**src/rtl/instr_fetch_cached.sv**
```systemverilog
// Instruction fetch stage with a direct-mapped, line-refilled instruction cache.
// Hits are resolved combinationally; misses block in MISS until the line arrives.
module instr_fetch_cached #(
  parameter int              ADDR_W     = 16,
  parameter int              INSTR_W    = 16,
  parameter int              LINE_WORDS = 4,
  parameter int              NUM_LINES  = 8,
  parameter logic [ADDR_W-1:0] RESET_PC = '0
) (
  input  logic                          clk,
  input  logic                          rst,
  input  logic [ADDR_W-1:0]             branch_target,
  input  logic                          PC_src,
  input  logic                          stall,
  input  logic                          flush,
  output logic                          mem_req,
  output logic [ADDR_W-1:0]             mem_addr,
  input  logic                          mem_ready,
  input  logic [LINE_WORDS*INSTR_W-1:0] mem_line,
  output logic [INSTR_W-1:0]            instr_out,
  output logic                          instr_valid,
  output logic [ADDR_W-1:0]             pc_out,
  output logic [ADDR_W-1:0]             adder_out,
  output logic [15:0]                   miss_count
);

  localparam int OFF_W = $clog2(LINE_WORDS);
  localparam int IDX_W = $clog2(NUM_LINES);
  localparam int TAG_W = ADDR_W - OFF_W - IDX_W;

  typedef enum logic [0:0] {RUN = 1'b0, MISS = 1'b1} state_t;

  state_t                  state_r, state_n;
  logic [ADDR_W-1:0]       pc_r, pc_n;
  logic                    pend_valid_r, pend_valid_n;
  logic [ADDR_W-1:0]       pend_target_r, pend_target_n;
  logic [15:0]             miss_count_r, miss_count_n;
  logic                    mem_req_r, mem_req_n;
  logic [ADDR_W-1:0]       mem_addr_r, mem_addr_n;
  logic [NUM_LINES-1:0]    valid_r, valid_n;
  logic                    fill_s;

  logic [TAG_W-1:0]              tag_ram  [NUM_LINES];
  logic [LINE_WORDS*INSTR_W-1:0] data_ram [NUM_LINES];

  logic [OFF_W-1:0]        off_s;
  logic [IDX_W-1:0]        idx_s;
  logic [TAG_W-1:0]        tag_s;
  logic                    hit_s;
  logic [ADDR_W-1:0]       pc_inc_s;
  logic [ADDR_W-1:0]       line_addr_s;
  logic [LINE_WORDS*INSTR_W-1:0] line_s;
  logic [INSTR_W-1:0]      words_s [LINE_WORDS];

  assign off_s       = pc_r[OFF_W-1:0];
  assign idx_s       = pc_r[OFF_W +: IDX_W];
  assign tag_s       = pc_r[ADDR_W-1 -: TAG_W];
  assign hit_s       = valid_r[idx_s] && (tag_ram[idx_s] == tag_s);
  assign pc_inc_s    = pc_r + ADDR_W'(1);
  assign line_addr_s = {tag_s, idx_s, {OFF_W{1'b0}}};
  assign line_s      = data_ram[idx_s];

  for (genvar g = 0; g < LINE_WORDS; g++) begin : g_words
    assign words_s[g] = line_s[g*INSTR_W +: INSTR_W];
  end

  assign instr_out   = words_s[off_s];
  assign instr_valid = (state_r == RUN) && hit_s;
  assign pc_out      = pc_r;
  assign adder_out   = pc_inc_s;
  assign mem_req     = mem_req_r;
  assign mem_addr    = mem_addr_r;
  assign miss_count  = miss_count_r;

  // Next-state and next-PC selection for the RUN/MISS controller.
  always_comb begin
    state_n       = state_r;
    pc_n          = pc_r;
    pend_valid_n  = pend_valid_r;
    pend_target_n = pend_target_r;
    miss_count_n  = miss_count_r;
    mem_req_n     = mem_req_r;
    mem_addr_n    = mem_addr_r;
    fill_s        = 1'b0;
    case (state_r)
      RUN: begin
        if (stall) begin
          pc_n = pc_r;
        end else if (PC_src) begin
          pc_n = branch_target;  // also cancels a wrong-path miss
        end else if (hit_s) begin
          pc_n = pc_inc_s;
        end else begin
          state_n    = MISS;
          mem_req_n  = 1'b1;
          mem_addr_n = line_addr_s;
        end
      end
      MISS: begin
        if (mem_ready) begin
          fill_s       = 1'b1;
          state_n      = RUN;
          mem_req_n    = 1'b0;
          mem_addr_n   = '0;
          pend_valid_n = 1'b0;
          if (miss_count_r != 16'hFFFF) begin
            miss_count_n = miss_count_r + 16'd1;
          end else begin
            miss_count_n = miss_count_r;
          end
          if (PC_src && !stall) begin
            pc_n = branch_target;
          end else if (pend_valid_r) begin
            pc_n = pend_target_r;
          end else begin
            pc_n = pc_r;
          end
        end else if (PC_src && !stall) begin
          pend_valid_n  = 1'b1;
          pend_target_n = branch_target;
        end else begin
          pend_valid_n = pend_valid_r;
        end
      end
      default: begin
        state_n   = RUN;
        mem_req_n = 1'b0;
      end
    endcase
    // flush wins over a same-cycle refill so that line stays invalid
    valid_n = flush ? '0 : (fill_s ? (valid_r | (NUM_LINES'(1) << idx_s)) : valid_r);
  end

  // Controller state, PC, pending redirect, counters and valid bits.
  always_ff @(posedge clk or posedge rst) begin
    if (rst) begin
      state_r       <= RUN;
      pc_r          <= RESET_PC;
      pend_valid_r  <= 1'b0;
      pend_target_r <= '0;
      miss_count_r  <= 16'd0;
      mem_req_r     <= 1'b0;
      mem_addr_r    <= '0;
      valid_r       <= '0;
    end else begin
      state_r       <= state_n;
      pc_r          <= pc_n;
      pend_valid_r  <= pend_valid_n;
      pend_target_r <= pend_target_n;
      miss_count_r  <= miss_count_n;
      mem_req_r     <= mem_req_n;
      mem_addr_r    <= mem_addr_n;
      valid_r       <= valid_n;
    end
  end

  // Tag and data arrays; contents are qualified by valid_r so need no reset.
  always_ff @(posedge clk) begin
    if (fill_s) begin
      tag_ram[idx_s]  <= tag_s;
      data_ram[idx_s] <= mem_line;
    end
  end

endmodule

```
**config.mk**
```make
export PLATFORM = sky130hd
export DESIGN_NAME = instr_fetch_cached
export DESIGN_NICKNAME = d
export VERILOG_FILES = /design/src/rtl/instr_fetch_cached.sv
export SDC_FILE = /design/constraint.sdc
export NUM_CORES = 1
export LEC_CHECK = 0
export CORE_MARGIN = 2
export CORE_UTILIZATION = 45
export CTS_BUF_LIST = sky130_fd_sc_hd__clkbuf_4
export DETAILED_ROUTE_END_ITERATION = 10
export PLACE_DENSITY_LB_ADDON = 0.25
export SYNTH_ARGS = -nofsm -noshare
export SYNTH_HDL_FRONTEND = slang
export SYNTH_SLANG_ARGS = --single-unit
```
**constraint.sdc**
```tcl
create_clock -name clk -period 8.7 [get_ports clk]
set_input_delay 1.305 -clock clk [delete_from_list [all_inputs] [get_ports clk]]
set_output_delay 1.305 -clock clk [all_outputs]
set_load 0.01 [all_outputs]
```
; ---- After elaboration in Yosys (flattened, before gate mapping)
; Memory sizes are Yosys's and may differ from the RTL's.
; Cells that the tools add are included.
[op_classes]
n_addsub = 2
magnitude_cmp = 2
eq_ne = 8
shifts = 1
n_mux = 35
n_bitwise = 4
n_reduce_logical = 11
[op_table]
columns = cell, count
row1 = $mux 16, 12
row2 = $pmux 16 s2, 2
row3 = $add 16x1->16 const B, 2
row4 = $bmux 16 s2, 1
row5 = $mux 8, 2
row6 = $ne 16x16->1 const B, 1
row7 = $mux 1, 15
row8 = $eq 11x11->1, 1
row9 = $ne 2x2->1 const B, 4
row10 = $or 8x8->8, 1
row11 = $reduce_and 4->1, 2
row12 = $shl 1x3->8 const A, 1
row13 = $reduce_and 3->1, 2
row14 = $lt 3x4->1 const B, 1
row15 = $pmux 1 s2, 2
row16 = $reduce_bool 2->1, 2
row17 = $bmux 1 s3, 1
row18 = $ge 3x3->1 const B, 1
row19 = $logic_and 1x1->1, 3
row20 = $ne 3x1->1 const B, 1
row21 = $ne 3x3->1 const B, 1
row22 = $not 2->3, 1
row23 = $not 1->1, 2
row24 = $reduce_and 2->1, 1
row25 = $logic_not 1->1, 1
[totals]
ff_bits = 75
ramBits = 600
output_inout_bits = 82
word_cells = 73
memories = 2
[mem_list]
columns = memory, depth, word_bits, rd, rd_ports_with_merged_regs, wr, line_no
row1 = data_ram, 8, 64, 1, 0, 1, 44  ; logic [LINE_WORDS*INSTR_W-1:0] data_ram [NUM_LINES];
row2 = tag_ram, 8, 11, 1, 0, 1, 43  ; logic [TAG_W-1:0] tag_ram [NUM_LINES];

; ---- Logic depth before layout (Yosys ltp)
[depth]
word_depth = 7
depth_mapped = 13
depth_no_buf = 8

; ---- Worst setup path before layout
; OpenSTA, ideal clock, no wires.
[synth_timing]
path_type = flip-flop to flip-flop
startpoint = register pc_r[4] (netlist: pc_out[4])
endpoint = memory data_ram[4][0] in the netlist's numbering (enable)
setup_time_ns = 0.603
arrival_time_ns = 6.774
required_ns = 8.097
slack_ns = 1.323
stages_incl_launch_ff = 7
n_path_buf = 4
cell_sequence = dfrtp_1 buf_2 buf_2 buf_1 buf_1 nand2_1 nor3_1
[synth_rtl]
columns = item, line_no
row1 = "start, declared", 34  ; logic [ADDR_W-1:0] pc_r, pc_n;
row2 = "start signal, assigned", 147  ; pc_r <= pc_n;
row3 = "end, declared", 44
; No word-level cell before the write port.

; ---- Final worst setup path
[layout_timing]
startpoint = register pc_r[3] (netlist: pc_out[3])
endpoint = output port instr_out[9]
[layout_via]
elab_chain_cells = 4
[layout_lines]
columns = item, line_no
row1 = $mem_v2 8x64, n/a
row2 = $bmux 16 s2, 67  ; assign instr_out = words_s[off_s];
row3 = $mux 16 (implied by the code) (2 in series), 67
row4 = "end, declared", 20  ; output logic [INSTR_W-1:0] instr_out,
; No other way between the ends. The select of a mux whose other input is x is not followed.

==> out/results.txt <==
status: finished clean
area of the multi-input gates: 0.00631 mm2
initial drt markers: 947
CTS root buffer: clkbuf_4
Layout Cells excl Fill: 2,426
largest net degree at the start of global routing: 74
Tot Pwr: 8.96 mW
FMAX: 148 MHz
cts bufs inserted: 170
synthesized area per cell: 21.3 um2
port buffer count: 165
Worst VDD drop: 0.167 mV
Net count, final: 1,626
GRT Overall Usage: 0.203
Pre-antenna DRT Iters: 5
Post-CTS Setup Inserts: 0
asr flop ratio synth: 0.108
drt wl/cell: 24.4 um
Clock Tree Buf Depth: 3
Worst slew margin: 0.223
Period minus WS final: 6.76 ns
core outline area: 0.0579 mm2
Syn Std Cell Area: 0.0265 mm2
Worst Clk Skew: 0.0214 ns
Met2 Wirelength: 29,700 um
maximum level of the CTS H-tree: 4
placed cell count: 2,131
GRT Residual Overflow: 0
share of cells above drive strength 1: 0.311
clock sink total: 673
cts repair resizes: 0
Area Overhead vs Synth: 17.3%
fill cell count: 4,580
pwr dens: 289 mW/mm2
final setup violation count: 0
most numerous cell in the Yosys netlist: edfxtp_1
Setup crit start kind: register
Post-Synthesis Cells: 1,241
I/O pin count: 168
ys flop type: edfxtp_1
CP arrival: 5.45 ns
RR Startpoint: pc_out[3]$_DFFE_PP0P_
Clock Latency Late Sink: 0.98 ns
largest cells by area after synthesis: edfxtp_1 68%, mux4_2 15%, dfrtp_1 6.9%, mux2_2 1.8%, mux2i_1 1.6%
highest metal used: met5
first-pass GRT wire length: 88,800 um
setup TNS: 0 ns
routed wl met3: 3870 um
vias in the first global route: 14,400
initial core utilization: 0.457
final period utilization: 0.777
CTS hold repair buffers: 0
pin slew with the least headroom to its limit: 1.16 ns
WP data required: 7.39 ns
die area: 0.0608 mm2
WL met1: 24,400 um
Rows: 88
max_cap viols: 0
HP Start: mem_req$_DFFE_PP0P_
RSZ-0062 raised after global routing: no
CTS tree: built
Routed WL: 59,100 um
register area: 0.0199 mm2
Max Fanout on Critical Path: 68
share of the synthesized area in the top cell type: 0.680
DRT antenna net count: 0
LEAKAGE: 10.4 nW
antenna violations before repair: 22
gpl congestion: 0.785
Seq/Total Area, Yosys: 0.749
vias post-DR: 13,400
YS warnings: 0
Slew Limit Fails: 0
Hold Crit Class: reg -> reg
commonest cells in the netlist: 600 x edfxtp_1, 178 x mux4_2, 73 x dfrtp_1
drt drc: 0
clk slew on worst S/H paths: 0.06 ns
Worst setup EP type: output port
cell type with the highest aggregate area in the netlist: edfxtp_1
Detailed Place HPWL: 33,400 um
Synth cell types: 46
FF+latch count, synth: 673
Vias per Instance: 5.54
Die X-Extent: 247 um
worst setup path startpoint: pc_out[3]$_DFFE_PP0P_
EDFF count, synth: 600
Vert. Die Dim: 247 um
WS Path Type: reg -> out
Hold Vio Cnt, Final: 0
[power breakdown]
part	total, mW	switching, mW	internal [mW]
clock network	2.48	1.19	1.28
logic	2.38	1.06	1.32
registers	4.10	0.313	3.79
total	8.96	2.56	6.40
[state kept, by name, indices dropped and copies added, names as in the netlist]
name,flops
state_r,1
data_ram,512
mem_req,1
miss_count,16
pc_out,16
pend_target_r,16
valid_r,8
pend_valid_r,1
mem_addr,14
tag_ram,88
[final timing paths]
path / end / slack [ns] / cells past startpoint
max: instr_out[9] / 1.94 / 6
min: mem_req$_DFFE_PP0P_ / 0.50 / 2
max reg2reg: state_r$_DFF_PP0_ / 3.97 / 9
min reg2reg: mem_req$_DFFE_PP0P_ / 0.50 / 2
max in group asynchronous: pc_out[4]$_DFFE_PP0P_ / 7.01 / 3
min in group asynchronous: miss_count[7]$_DFFE_PP0P_ / 0.94 / 3
[critical path, stage by stage, from the launching register on]
cell and delay (ns):
dfrtp_4 1.09, buf_4 0.70, buf_4 0.76, mux4_2 0.42, mux4_2 0.61, mux2_2 0.30, clkdlybuf4s50_1 0.47
[per-layer routing]
layer  global-route usage  vias to the layer above
met3               0.0662                       93
met4               0.0705                       10
met5                    0                        -
met2                0.327                      406
li1                     -                     5801
met1                0.260                     7121
[cell type report]
type                            instances  area share
Antenna cell                            7    0.000564
Clock buffer                          246      0.0595
Clock inverter                         42     0.00528
Inverter                               21     0.00254
Multi-Input combinational cell        486       0.203
Sequential cell                       673       0.639
Tap cell                              765      0.0308
Timing Repair Buffer                  186      0.0591
[per-stage QoR]
stage	hold slack (ns)	cell area [um2]	utilization	worst slack, ns
5_1_grt	0.517	31100	0.536	1.69
2_1_floorplan	0.461	26500	-	1.32
3_5_place_dp	0.486	29000	0.501	2.93
4_1_cts	0.501	31000	0.536	1.81
3_3_place_gp	0.465	29000	0.501	2.99
6_report	0.496	31100	0.536	1.94
[cell families (layout without fill, tap and decap cells)]
| logic type | Yosys count | in the layout | synth area share |
|---|---|---|---|
| and+or+nand+nor | 138 | 138 | 0.0250 |
| buffers and inverters | 83 | 495 | 0.0146 |
| muxes | 264 | 264 | 0.187 |
| other | 1 | 9 | 0.000142 |
| AOI/OAI and AO/OA | 39 | 39 | 0.00997 |
| adders and majority gates | 2 | 2 | 0.000945 |
| DFF | 673 | 673 | 0.749 |
| xor gates and xnor gates | 41 | 41 | 0.0136 |
[layout by cell type (no fill, tap or decap), drive strengths merged, types with 3 or more instances in the layout]
cell and count:
xnor2 36, nor3b 3, diode 7, nor3 12, nand2b 3, clkbuf 246, nand3 13, o31ai 3
a21oi 10, clkinv 36, a221oi 7, mux2i 42, nor2 38, clkdlybuf4s50 165, edfxtp 600, o22ai 10
xor2 5, inv 26, and3 6, mux4 179, or3 3, nand4 8, buf 21, nand2 38
o21ai 3, and2 5, nor4 3, dfrtp 73, mux2 43
No activity file was read; power rests on OpenSTA's default activity.
